===== src/rtl/early_debouncer.sv =====
// Early-detection switch debouncer: the first edge of sw passes straight through, then
// the input is ignored for N_TICKS tick strobes. Define SYNC_EN to add a 2-flop input synchronizer.
module early_debouncer #(
  parameter int N_TICKS = 4
) (
  input  logic clk,
  input  logic reset,
  input  logic tick,
  input  logic sw,
  output logic db_level,
  output logic db_tick,
  output logic busy
);

  localparam int CW = $clog2(N_TICKS + 1);
  localparam logic [CW-1:0] LAST_CNT = CW'(N_TICKS - 1);

  typedef enum logic [1:0] {
    ZERO  = 2'd0,
    WAIT1 = 2'd1,
    ONE   = 2'd2,
    WAIT0 = 2'd3
  } state_t;

  state_t          r_state;
  state_t          w_nextState;
  logic [CW-1:0]   r_cnt;
  logic [CW-1:0]   w_nextCnt;
  logic            w_swS;
  logic            w_nextLevel;
  logic            w_nextTick;
  logic            w_nextBusy;
  logic            w_lockDone;

`ifdef SYNC_EN
  logic r_sync1;
  logic r_sync2;

  // Two-flop synchronizer for a pin that is asynchronous to clk.
  always_ff @(posedge clk or posedge reset) begin
    if (reset) begin
      r_sync1 <= 1'b0;
      r_sync2 <= 1'b0;
    end else begin
      r_sync1 <= sw;
      r_sync2 <= r_sync1;
    end
  end

  assign w_swS = r_sync2;
`else
  assign w_swS = sw;
`endif

  assign w_lockDone = tick && (r_cnt == LAST_CNT);

  always_ff @(posedge clk or posedge reset) begin
    if (reset) begin
      r_state  <= ZERO;
      r_cnt    <= '0;
      db_level <= 1'b0;
      db_tick  <= 1'b0;
      busy     <= 1'b0;
    end else begin
      r_state  <= w_nextState;
      r_cnt    <= w_nextCnt;
      db_level <= w_nextLevel;
      db_tick  <= w_nextTick;
      busy     <= w_nextBusy;
    end
  end

  // Lockout states ignore sw_s entirely; a tick on the entry edge is never counted.
  always_comb begin
    w_nextState = r_state;
    w_nextCnt   = r_cnt;
    w_nextTick  = 1'b0;
    unique case (r_state)
      ZERO: begin
        if (w_swS) begin
          w_nextState = WAIT1;
          w_nextCnt   = '0;
          w_nextTick  = 1'b1;
        end
      end
      WAIT1: begin
        if (w_lockDone) begin
          w_nextState = ONE;
        end else if (tick) begin
          w_nextCnt = r_cnt + CW'(1);
        end
      end
      ONE: begin
        if (!w_swS) begin
          w_nextState = WAIT0;
          w_nextCnt   = '0;
        end
      end
      WAIT0: begin
        if (w_lockDone) begin
          w_nextState = ZERO;
        end else if (tick) begin
          w_nextCnt = r_cnt + CW'(1);
        end
      end
      default: begin
        w_nextState = ZERO;
        w_nextCnt   = '0;
      end
    endcase
  end

  always_comb begin
    w_nextLevel = (w_nextState == WAIT1) || (w_nextState == ONE);
    w_nextBusy  = (w_nextState == WAIT1) || (w_nextState == WAIT0);
  end

endmodule


===== config.mk =====
export PLATFORM = sky130hd
export DESIGN_NAME = early_debouncer
export DESIGN_NICKNAME = d
export VERILOG_FILES = /design/src/rtl/early_debouncer.sv
export SDC_FILE = /design/constraint.sdc
export NUM_CORES = 1
export LEC_CHECK = 0
export BUFFER_PORTS_ARGS = -buffer_cell sky130_fd_sc_hd__buf_2
export CAP_MARGIN = 20
export CORE_AREA = 4 4 41 43
export CTS_CLUSTER_SIZE = 25
export DETAILED_ROUTE_END_ITERATION = 10
export DIE_AREA = 0 0 45 47
export GPL_TIMING_DRIVEN = 0
export MAX_ROUTING_LAYER = met4
export SLEW_MARGIN = 10
export SYNTH_ARGS = -nofsm -noshare
export SYNTH_HDL_FRONTEND = slang
export SYNTH_SLANG_ARGS = --single-unit

===== constraint.sdc =====
create_clock -name clk -period 1.5 [get_ports clk]
set_input_delay 0.075 -clock clk [delete_from_list [all_inputs] [get_ports clk]]
set_output_delay 0.075 -clock clk [all_outputs]
set_load 0.05 [all_outputs]

After elaboration in Yosys (flattened, before gate mapping)
Cells that the tools add are included.

Word-level logic and storage cells: 35. Output and inout port bits: 3. Flip-flop bits (word level): 8. Input port bits: 4.

Equality and inequality tests: 11. Reduce and logical (&&, ||, !) cells: 6. Multiplexer cells: 12. $add $sub $neg: 1.

Operator list (count): 2-to-1 mux 3 bit (4); case mux 3 bit (3 select lines) (1); == test 2 bit, second input constant (4); 2-to-1 mux 2 bit (4); case mux 2 bit (4 select lines) (1); != test 2 bit, second input constant (3); == test 2 x 1 -> 1 bit, second input constant (2); AND reduction 4 bit (1); adder 3 x 1 -> 3 bit, second input constant (1); == test 3 x 2 -> 1 bit, second input constant (1); zero test 2 bit (1); logical OR 1 bit (2); 2-to-1 mux 1 bit (2); != test 2 x 1 -> 1 bit, second input constant (1); OR reduction 2 bit (1); logical AND 1 bit (1).

Longest topological paths before layout
Depth after elaboration: 6. Depth in mapped cells: 5. Depth with buffers taken out: 5.

Least setup slack after synthesis
No wires, ideal clock.

Path type: reg2reg. From: reg r_cnt[0]. To: reg r_cnt[0]. Required time: 1.379 ns. Setup slack: 0.077 ns. Period minus slack after synthesis: 1.423 ns. Library setup time: 0.121 ns. Data arrival time: 1.303 ns. Cell stages (with the launch flop): 6. Path buffers: 0. Path through: dfrtp_1 -> ha_1 -> ha_1 -> and2b_1 -> mux2i_1 -> a22o_1.

Longest elaborated chain between the ends: 4. Elaborated cells on any way between the ends: 8. Classes of those cells: 1 x add/sub; 2 x eq/ne; 3 x mux; 2 x reduce/logical.

Ends and longest elaborated chain: start: declaration (RTL line 27) `logic [CW-1:0] r_cnt;`; start signal: assignment (RTL line 66) `r_cnt <= w_nextCnt;`; adder 3 x 1 -> 3 bit / == test 3 x 2 -> 1 bit (equally long branches) (RTL line 90, 103, 55); 2-to-1 mux 3 bit / logical AND 1 bit (equally long branches) (RTL line 89, 102, 55); 2-to-1 mux 3 bit / != test 2 bit (equally long branches); case mux 3 bit (3 select lines) / AND reduction 4 bit (equally long branches).

Parallel ways exist; a longest one is shown, timed or not. The select of a mux whose other input is x is not followed. A chain may end at the register's enable or synchronous reset.

Worst setup path after layout
Same ends and word-level chain as after synthesis.

==> results.sh <==
export IMPL_ant_nets=0
export IMPL_cts_buffers_inserted=3
export IMPL_fmax_mhz=702
export IMPL_via_per_inst=4.18
export IMPL_yosysWarnings=0
export IMPL_syn_area_per_cell_um2=12.1
export IMPL_fin_area_um2=439
export IMPL_worstPathRequired_ns=1.64
export IMPL_cp_arrival_ns=1.57
export IMPL_holdWs_ns=0.114
export IMPL_antenna_found_initial=0
export IMPL_status="complete, no violations"
export IMPL_wirelength_um=550
export IMPL_fin_crit_ns=1.43
export IMPL_netlist_area_um2=314
export IMPL_die_h_um=47
export IMPL_synth_seq_cells=7
export IMPL_htreeDepth=1
export IMPL_critPathLaunchType="flip-flop"
export IMPL_hold_viol_final=0
export IMPL_numClockSinks=7
export IMPL_synth_xor_area_share=0.0558
export IMPL_grtUsageTotal=0.0731
export IMPL_yosys_top_cells_count="7 x dfrtp_1, 2 x ha_1, 2 x inv_1"
export IMPL_r2r_slack_ns=0.07
export IMPL_firstDrtPassIters=2
export IMPL_syn2layout_area_growth_pct=39.8
export IMPL_drtIter0Drc=1
export IMPL_grt_pass1_wl_um=952
export IMPL_dieWidth_um=45
export IMPL_r2r_start="r_cnt[0]"
export IMPL_period_share=0.950
export IMPL_io_pin_count=7
export IMPL_clk_pin_slew_ns=0.05
export IMPL_power_density_nw_per_um2=2130
export IMPL_root_buffer="clkbuf_4"
export IMPL_wl_per_cell_um=9.82
export IMPL_synth_edff_count=0
export IMPL_grt_ovfl_total=0
export IMPL_start_util=0.241
export IMPL_worstSetupPathType="flip-flop to flip-flop"
export IMPL_met2_length_um=272
export IMPL_leakagePower_uw=0.000205
export IMPL_cts_tree="built"
export IMPL_top_layer="met4"
export IMPL_wl_met1_um=231
export IMPL_async_reset_ff_frac=1.00
export IMPL_clock_latency_ns=0.25
export IMPL_cap_viol_max_count=0
export IMPL_grt_pass1_vias=232
export IMPL_tightest_slew_ns=0.263
export IMPL_die_area_um2=2120
export IMPL_synth_most_common_cell="dfrtp_1"
export IMPL_clockBufferDepth=2
export IMPL_ys_types=18
export IMPL_syn_inst=26
export IMPL_hp_class="input pin to flip-flop"
export IMPL_gp_congestion=0.688
export IMPL_synth_main_ff_cell="dfrtp_1"
export IMPL_critPathMaxFanout=4
export IMPL_grt_max_degree=10
export IMPL_muxShareOfSynthArea=0.0319
export IMPL_synth_simple_area_share=0.108
export IMPL_ys_seq_area_frac=0.558
export IMPL_hp_start="sw"
export IMPL_route_met3_wl_um=17
export IMPL_dr_total_vias=234
export IMPL_nets=48
export IMPL_synth_net_count=32
export IMPL_synth_area_leaders="dfrtp_1 56%, ha_1 8.0%, a32o_1 3.2%, mux2i_1 3.2%, a22o_1 2.8%"
export IMPL_core_area_um2=1300
export IMPL_relSlewSlack=0.824
export IMPL_row_count=13
export IMPL_setup_tns_ns=0
export IMPL_port_buffers=6
export IMPL_critPathCaptureType="flip-flop"
export IMPL_synth_top_area_share=0.558
export IMPL_synth_adder_area_share=0.0797
export IMPL_fin_util=0.338
export IMPL_post_dp_cell_area_um2=363
export IMPL_crit_start="r_cnt[0]"
export IMPL_hpwl_um=384
export IMPL_p_total_uw=933
export IMPL_synth_top_family_by_area="compound AO/OA/AOI/OAI gates"
export IMPL_insertedDiodeCount=0
export IMPL_drcViolationCount=0
export IMPL_drive_gt1_frac=0.439
export IMPL_finClkSkew_ns=0.00369
export IMPL_slew_viol_final=0
export IMPL_yosys_area_top_type="dfrtp_1"
export IMPL_report_final_setup_viol=0
export IMPL_synth_compound_area_frac=0.127
export IMPL_max_vdd_ir_drop_mv=0.855
==> cells in the final DEF, fill, tap and decap left out, types with 2 or more instances in the layout <==
| cell | netlist | layout |
|---|---|---|
| buf_2 | 1 | 7 |
| buf_4 | 0 | 4 |
| ha_2 | 0 | 2 |
| inv_1 | 2 | 2 |
| clkbuf_4 | 0 | 3 |
| dfrtp_1 | 7 | 7 |
==> layer usage <==
metal	track usage	vias to the layer above
met3	0.0115	4
met2	0.102	4
met1	0.0671	108
li1	-	118
met4	0.123	0
met5	-	-
==> final timing paths <==
| check | endpoint | cells past startpoint |
|---|---|---|
| setup / recovery | r_cnt[0] | 5 |
| hold reg to reg | r_cnt[2] | 1 |
| setup reg to reg | r_cnt[0] | 5 |
| max in group asynchronous | db_level | 3 |
| hold / removal | db_tick | 2 |
| min in group asynchronous | r_cnt[0] | 3 |
==> worst max-delay path: stages (launching register included) <==
cell     delay, ns
dfrtp_1       0.38
ha_2          0.19
ha_2          0.17
and2b_2       0.24
mux2i_2       0.09
a22o_1        0.24
==> layout make-up <==
cell class / count / area [um2]
clock buffer: 4 / 26.3
fill: 148 / 862
timing repair buffer: 11 / 70.1
sequential: 7 / 175
buffer: 1 / 5.00
tap: 15 / 18.8
multi-input combinational: 16 / 136
inverter: 2 / 7.51
==> report_power, final <==
part	total (uW)	switching, uW	internal, uW
combinational	446	245	201
clock	173	71.2	102
sequential	315	45.6	269
total	933	362	571
==> metrics by stage <==
stage | cells | setup slack (ns)
2_1_floorplan | 26 | 0.0765
4_1_cts | 53 | 0.00417
3_3_place_gp | 47 | -0.0445
5_1_grt | 56 | -0.00167
6_report | 56 | 0.0748
3_5_place_dp | 47 | -0.0315
==> cells by family (layout without fill, tap and decap cells) <==
kind of cell,after synthesis,in the layout
DFF,7,7
buffers and inverters,3,18
AOI/OAI and AO/OA,5,5
and+or+nand+nor,6,6
adders and majority gates,2,2
muxes,1,1
xor gates and xnor gates,2,2
==> sequential cells by signal (all words and copies together), names as in the netlist <==
| name | flops |
|---|---|
| r_state | 2 |
| r_cnt | 3 |
| db_level | 1 |
| db_tick | 1 |
==> repair_timing <==
item	CTS	global route
endpoints found under the hold margin	7	0
setup buffers	1	3
resized for setup	1	3
endpoints found under the setup margin	2	3
cloned	0	0
hold buffers	1	0
Power figures use the tool's default switching activity.
